**src/rtl/pic_priority_resolver.sv**
```systemverilog
// 8259A IRR/ISR stage: input sync, IRR capture, masking, priority resolution, INTA/EOI handling.
// Optional rotation (pri_low register, auto-rotate, OCW2 rotate/set-priority codes) under PIC_ROTATE_EN.
module pic_priority_resolver #(
    parameter int unsigned NUM_IR      = 8,
    parameter int unsigned SYNC_STAGES = 2
) (
    input  logic              clk,
    input  logic              rst_n,
    input  logic              icw1_wr,
    input  logic [NUM_IR-1:0] ir,
    input  logic [NUM_IR-1:0] imr,
    input  logic              ltim,
    input  logic              aeoi,
    input  logic              ocw2_wr,
    input  logic [7:0]        ocw2,
    input  logic              first_ack,
    input  logic              second_ack,
    output logic              int_out,
    output logic [2:0]        int_vec,
    output logic [NUM_IR-1:0] irr,
    output logic [NUM_IR-1:0] isr
);

    typedef enum logic [2:0] {
        OCW_ROT_CLR   = 3'b000,
        OCW_NSEOI     = 3'b001,
        OCW_NOP       = 3'b010,
        OCW_SEOI      = 3'b011,
        OCW_ROT_SET   = 3'b100,
        OCW_ROT_NSEOI = 3'b101,
        OCW_SETPRI    = 3'b110,
        OCW_ROT_SEOI  = 3'b111
    } ocw2_cmd_e;

    // Returns {found, index} of the highest-priority set bit; priority runs p+1, p+2, ... p.
    function automatic logic [3:0] f_highest(input logic [7:0] v, input logic [2:0] p);
        logic [3:0] res;
        logic [2:0] idx;
        res = '0;
        for (int unsigned k = 0; k < 8; k++) begin
            idx = p + 3'd1 + 3'(7 - k);
            if (v[idx]) res = {1'b1, idx};
        end
        return res;
    endfunction

    function automatic logic [2:0] f_rank(input logic [2:0] i, input logic [2:0] p);
        return i - p - 3'd1;
    endfunction

    function automatic logic [7:0] f_onehot(input logic [2:0] i);
        return 8'b1 << i;
    endfunction

    logic [NUM_IR-1:0] r_sync [SYNC_STAGES];
    logic [NUM_IR-1:0] r_s_prev;
    logic [NUM_IR-1:0] r_irr;
    logic [NUM_IR-1:0] r_isr;
    logic              r_int_out;
    logic [2:0]        r_int_vec;
    logic              r_ack1_d;
    logic              r_ack2_d;
    logic              r_frozen;
    logic              r_spurious;

    logic [NUM_IR-1:0] w_s_ir;
    logic [NUM_IR-1:0] w_req;
    logic              w_cand_vld;
    logic [2:0]        w_cand;
    logic              w_cur_vld;
    logic [2:0]        w_cur;
    logic              w_ack1_edge;
    logic              w_ack2_edge;
    logic              w_ack2_fall;
    logic              w_grant;
    logic [NUM_IR-1:0] w_isr_set;
    logic [NUM_IR-1:0] w_isr_clr;
    logic [NUM_IR-1:0] w_isr_nxt;
    logic [NUM_IR-1:0] w_irr_nxt;
    logic              w_frozen_nxt;
    logic              w_spurious_nxt;
    logic [2:0]        w_pri_low;
    logic [2:0]        w_pri_nxt;
    logic              w_auto_rot;
    logic              w_auto_rot_nxt;
    logic              w_cand_n_vld;
    logic [2:0]        w_cand_n;
    logic              w_cur_n_vld;
    logic [2:0]        w_cur_n;
    logic              w_int_out_nxt;
    logic [2:0]        w_int_vec_nxt;
    ocw2_cmd_e         w_cmd;
    logic [2:0]        w_lvl;
    logic              w_unused;

    assign w_s_ir      = r_sync[SYNC_STAGES-1];
    assign w_req       = r_irr & ~imr;
    assign w_cmd       = ocw2_cmd_e'(ocw2[7:5]);
    assign w_lvl       = ocw2[2:0];
    assign w_unused    = ^ocw2[4:3];
    assign w_ack1_edge = first_ack & ~r_ack1_d;
    assign w_ack2_edge = second_ack & ~r_ack2_d;
    assign w_ack2_fall = ~second_ack & r_ack2_d;
    assign {w_cand_vld, w_cand} = f_highest(w_req, w_pri_low);
    assign {w_cur_vld, w_cur}   = f_highest(r_isr, w_pri_low);
    assign w_grant = w_ack1_edge & w_cand_vld;

`ifdef PIC_ROTATE_EN
    logic [2:0] r_pri_low;
    logic       r_auto_rot;

    assign w_pri_low  = r_pri_low;
    assign w_auto_rot = r_auto_rot;

    always_ff @(posedge clk or negedge rst_n) begin
        if (!rst_n) begin
            r_pri_low  <= 3'd7;
            r_auto_rot <= 1'b0;
        end else if (icw1_wr) begin
            r_pri_low  <= 3'd7;
            r_auto_rot <= 1'b0;
        end else begin
            r_pri_low  <= w_pri_nxt;
            r_auto_rot <= w_auto_rot_nxt;
        end
    end
`else
    assign w_pri_low  = 3'd7;
    assign w_auto_rot = 1'b0;
`endif

    always_comb begin
        w_isr_set      = w_grant ? f_onehot(w_cand) : '0;
        w_isr_clr      = '0;
        w_pri_nxt      = w_pri_low;
        w_auto_rot_nxt = w_auto_rot;

        // AEOI is evaluated first so that an OCW2 priority write in the same cycle overrides it.
        if (w_ack2_edge && aeoi && !r_spurious && r_isr[r_int_vec]) begin
            w_isr_clr[r_int_vec] = 1'b1;
            if (w_auto_rot) w_pri_nxt = r_int_vec;
        end

        if (ocw2_wr) begin
            case (w_cmd)
                OCW_NSEOI: if (w_cur_vld) w_isr_clr[w_cur] = 1'b1;
                OCW_SEOI:  w_isr_clr[w_lvl] = 1'b1;
                OCW_ROT_NSEOI: if (w_cur_vld) begin
                    w_isr_clr[w_cur] = 1'b1;
`ifdef PIC_ROTATE_EN
                    w_pri_nxt = w_cur;
`endif
                end
                OCW_ROT_SEOI: begin
                    w_isr_clr[w_lvl] = 1'b1;
`ifdef PIC_ROTATE_EN
                    w_pri_nxt = w_lvl;
`endif
                end
`ifdef PIC_ROTATE_EN
                OCW_SETPRI:  w_pri_nxt = w_lvl;
                OCW_ROT_SET: w_auto_rot_nxt = 1'b1;
                OCW_ROT_CLR: w_auto_rot_nxt = 1'b0;
`endif
                default: ;
            endcase
        end

        w_isr_nxt = (r_isr & ~w_isr_clr) | w_isr_set;

        if (ltim) w_irr_nxt = w_s_ir;
        else      w_irr_nxt = w_s_ir & (r_irr | ~r_s_prev) & ~w_isr_set;

        if (w_ack1_edge)      w_frozen_nxt = 1'b1;
        else if (w_ack2_fall) w_frozen_nxt = 1'b0;
        else                  w_frozen_nxt = r_frozen;

        w_spurious_nxt = w_ack1_edge ? ~w_cand_vld : r_spurious;

        // INT and the tracked vector look at next-cycle IRR/ISR/priority so they line up with the registers.
        {w_cand_n_vld, w_cand_n} = f_highest(w_irr_nxt & ~imr, w_pri_nxt);
        {w_cur_n_vld, w_cur_n}   = f_highest(w_isr_nxt, w_pri_nxt);

        w_int_out_nxt = w_cand_n_vld
                      & (~w_cur_n_vld | (f_rank(w_cand_n, w_pri_nxt) < f_rank(w_cur_n, w_pri_nxt)))
                      & ~(first_ack | second_ack | w_frozen_nxt);

        if (w_ack1_edge)                      w_int_vec_nxt = w_cand_vld ? w_cand : 3'd7;
        else if (!w_frozen_nxt && w_cand_n_vld) w_int_vec_nxt = w_cand_n;
        else                                  w_int_vec_nxt = r_int_vec;
    end

    always_ff @(posedge clk or negedge rst_n) begin
        if (!rst_n) begin
            for (int unsigned i = 0; i < SYNC_STAGES; i++) r_sync[i] <= '0;
            r_s_prev   <= '0;
            r_irr      <= '0;
            r_isr      <= '0;
            r_int_out  <= 1'b0;
            r_int_vec  <= '0;
            r_ack1_d   <= 1'b0;
            r_ack2_d   <= 1'b0;
            r_frozen   <= 1'b0;
            r_spurious <= 1'b0;
        end else if (icw1_wr) begin
            for (int unsigned i = 0; i < SYNC_STAGES; i++) r_sync[i] <= '0;
            r_s_prev   <= '0;
            r_irr      <= '0;
            r_isr      <= '0;
            r_int_out  <= 1'b0;
            r_int_vec  <= '0;
            r_ack1_d   <= 1'b0;
            r_ack2_d   <= 1'b0;
            r_frozen   <= 1'b0;
            r_spurious <= 1'b0;
        end else begin
            r_sync[0] <= ir;
            for (int unsigned i = 1; i < SYNC_STAGES; i++) r_sync[i] <= r_sync[i-1];
            r_s_prev   <= w_s_ir;
            r_irr      <= w_irr_nxt;
            r_isr      <= w_isr_nxt;
            r_int_out  <= w_int_out_nxt;
            r_int_vec  <= w_int_vec_nxt;
            r_ack1_d   <= first_ack;
            r_ack2_d   <= second_ack;
            r_frozen   <= w_frozen_nxt;
            r_spurious <= w_spurious_nxt;
        end
    end

    assign int_out = r_int_out;
    assign int_vec = r_int_vec;
    assign irr     = r_irr;
    assign isr     = r_isr;

endmodule

```
**config.mk**
```make
export PLATFORM = sky130hd
export DESIGN_NAME = pic_priority_resolver
export DESIGN_NICKNAME = d
export VERILOG_FILES = /design/src/rtl/pic_priority_resolver.sv
export SDC_FILE = /design/constraint.sdc
export NUM_CORES = 1
export LEC_CHECK = 0
export ABC_AREA = 1
export BUFFER_PORTS_ARGS = -buffer_cell sky130_fd_sc_hd__buf_4
export CORE_MARGIN = 5
export CORE_UTILIZATION = 25
export CTS_CLUSTER_SIZE = 16
export DETAILED_ROUTE_END_ITERATION = 8
export PLACE_DENSITY = 0.42
export SLEW_MARGIN = 20
export SYNTH_ARGS = -nofsm -noshare
export SYNTH_HDL_FRONTEND = slang
export SYNTH_SLANG_ARGS = --single-unit
```
**constraint.sdc**
```tcl
create_clock -name clk -period 2.3 [get_ports clk]
set_input_delay 0.115 -clock clk [delete_from_list [all_inputs] [get_ports clk]]
set_output_delay 0.115 -clock clk [all_outputs]
set_load 0.05 [all_outputs]
```
==> flow_summary.yaml <==
sta:
  grt_setup_unrepaired: "true"
  hold_viol: 0
  finalSetupViolCount: 2
  fmax_mhz: 367
  worst_slew_pin_slew_ns: 0.621
  fin_hold_ws_ns: 0.0283
  slew_violations: 0
  max_slew_margin: 0.586
  fin_crit_sh: 1.18
  timing.final.ws_setup_ns: -0.425
  fin_crit_ns: 2.73
  finClkSkew_ns: 0.00812
floorplanning:
  die_h_um: 117
  num_rows: 39
  start_util: 0.253
  core_um2: 11300
  die_w_um: 117
  dieArea_um2: 13700
  ios: 52
cells_and_area:
  area_growth_pct: 55.6
  final-seq-area_um2: 1200
  nFillCells: 1230
  diodes: 0
  multiInputGateArea_um2: 1530
  drive_above_1_share: 0.376
  num-nets-final: 605
  postLayoutCoreUtil: 0.393
grt:
  met1_usage: 0.157
  track_usage: 0.132
  grt_max_degree: 49
  top_usage_layer: "met2"
  antenna_found_initial: 0
  grt_pass1_vias: 3127
  grt_pass1_wl_mm: 14.4
  grt.overflow.total: 0
  grtUsageMet2: 0.246
  grt_use_met3: 0.0211
outcome:
  violations: "negative setup slack"
  status: "finished with violations"
critical_path:
  critPathRequiredTime_ns: 2.51
  cp_max_fo: 6
  worst-setup-path-type: "register to register"
  cp.arrival_ns: 2.94
  worst_setup_path_end_kind: "register"
  rrSetupSlack_ns: -0.43
  worstSetupStartpointType: "register"
routing:
  drtAntennaViolNets: 0
  drc_errors: 0
  detail_route.wl_per_cell_um: 12.0
  vias_per_cell: 4.24
  drt_iter0_drc: 139
  routed_wl_mm: 8.56
  drtPass1Iterations: 4
  vias: 3033
synthesis:
  synth.top_cell.area_share: 0.420
  ys_types: 33
  ys_ff_latch: 48
  yosysWarnings: 0
  synth_edf_count: 0
  synth_seq_area_share: 0.420
  syn_inst: 427
  post-synth-top-area-cell: "dfrtp_1"
  avgSynthCellArea_um2: 6.70
  syn-num-nets: 461
  netlist_area_um2: 2860
  synth-main-ff-cell: "dfrtp_1"
  synthArstFlopShare: 1.00
  synth_area_leaders: "dfrtp_1 (42%), nand2_1 (17%), inv_1 (9.5%)"
power_and_ir_drop:
  switching_power_mw: 0.611
  ir_worst_vdd_mv: 0.334
  p_leak_nw: 2.44
  sw_frac_of_total: 0.287
  clkPwrFrac: 0.357
  comb_power_share: 0.220
  cell_internal_pwr_mw: 1.52
  power_density_nw_per_um2: 478
  power_mw: 2.13
  seq_power_share: 0.423
place:
  pre_cts_ws_ns: -0.404
  hpwl_mm: 6.64
  gp_congestion: 0.924
  io_buffer_count: 48
worst_hold_path:
  hold_path_class: "primary input to register"
clocking:
  clockBufferDepth: 2
  tritoncts.num_buffers: 5
  clk_pin_slew_ns: 0.07
  clk_latency_ns: 0.29
  root_buffer: "clkbuf_16"
  clock_sinks: 48
  cts_tree: "built"
  htreeDepth: 2
flow_run:
  maxCapViolations: 0
## stage by stage
| step | cell area (µm²) | TNS (ns) | std cells |
|---|---|---|---|
| global route | 4450 | -1.24 | 715 |
| finish | 4450 | -0.439 | 715 |
| CTS | 4310 | -0.429 | 709 |
| global placement | 4040 | -1.17 | 699 |
| floorplan | 2860 | -0.316 | 427 |
| detailed placement | 4040 | -1.20 | 699 |
## cell families after synthesis
kind of cell             share of synthesized area
AO/OA/AOI/OAI                               0.0880
adder cells (fa/ha/maj)                    0.00875
buffers and inverters                        0.112
flip-flops                                   0.420
AND/OR/NAND/NOR                              0.371
## state kept, by name, indices dropped and copies added, names as in the netlist
| register | count |
|---|---|
| irr | 8 |
| isr | 8 |
| r_s_prev | 8 |
| r_sync | 8 |
| w_s_ir | 8 |
| int_vec | 3 |
| int_out | 1 |
| r_ack1_d | 1 |
| r_ack2_d | 1 |
| r_frozen | 1 |
| r_spurious | 1 |
## placed cells by master (no fill, tap or decap), drive strengths merged, types with 6 or more instances in the layout
cell type	count
a21oi	15
nor2	69
nand2	140
buf	142
nor3	12
dfrtp	48
o21ai	18
clkbuf	6
inv	75
nand3	24
## timing repair
item,CTS,global route
hold buffers,1,0
pin swaps,13,16
hold endpoints to repair,48,0
setup buffers,1,6
resized for setup,30,27
endpoints found under the setup margin,4,4
## critical path, stage by stage, from the launching register on
cell,delay (ns)
dfrtp_2,0.45
clkinv_4,0.08
nand2_1,0.06
nand2_1,0.06
nand2_1,0.05
nand2_1,0.07
nand2_2,0.06
nand2_4,0.09
nand2_2,0.06
inv_2,0.08
nand2_4,0.07
o21ai_2,0.07
nand2_1,0.06
nand2_1,0.08
nand2_2,0.06
a21boi_2,0.17
nand2_2,0.10
nor3_4,0.21
o31ai_2,0.11
ha_1,0.34
nand2_1,0.08
inv_1,0.04
nand2_1,0.05
nand2_1,0.04
a21oi_1,0.11
## final cells by class
cell class,instances,share of cell area
Sequential cell,48,0.271
Clock inverter,2,0.00309
Timing Repair Buffer,143,0.246
Tap cell,143,0.0402
Clock buffer,6,0.0312
Inverter,76,0.0653
Multi-Input combinational cell,297,0.343
## cells in the mapped netlist, drive strengths merged (3+ instances only)
library cell  count
nor2             69
nand4             5
inv              74
clkbuf            3
o21ai            18
dfrtp            48
a21boi            3
nor3             12
nand3            24
a21oi            15
nand2           140
buf               3
## power groups by stage
| stage | clock network, mW | logic (mW) | registers (mW) |
|---|---|---|---|
| after floorplan | 0 | 0.167 | 0.954 |
| after global placement | 0 | 0.423 | 0.916 |
| after detailed placement | 0 | 0.425 | 0.916 |
| after CTS | 0.792 | 0.450 | 0.899 |
| after global routing | 0.834 | 0.520 | 0.903 |
| final | 0.758 | 0.468 | 0.900 |
## metal layers
layer,vias to the layer above,routed length (µm)
li1,1600,-
met1,1367,3700
met2,55,4400
met3,11,281
met4,0,171
met5,-,0
## final timing paths
path / from / endpoint / depth (start not counted)
worst max-delay path: int_vec[0]$_DFFE_PN0P_ / int_out$_DFF_PN0_ / 24
worst min-delay path: ir[7] / r_sync[15]$_DFF_PN0_ / 3
worst max register to register: int_vec[0]$_DFFE_PN0P_ / int_out$_DFF_PN0_ / 24
worst min register to register: r_sync[9]$_DFF_PN0_ / w_s_ir[1]$_DFF_PN0_ / 2
max in group asynchronous: rst_n / irr[7]$_DFF_PN0_ / 2
min in group asynchronous: rst_n / r_sync[9]$_DFF_PN0_ / 2
(Power assumes the default switching activity.)
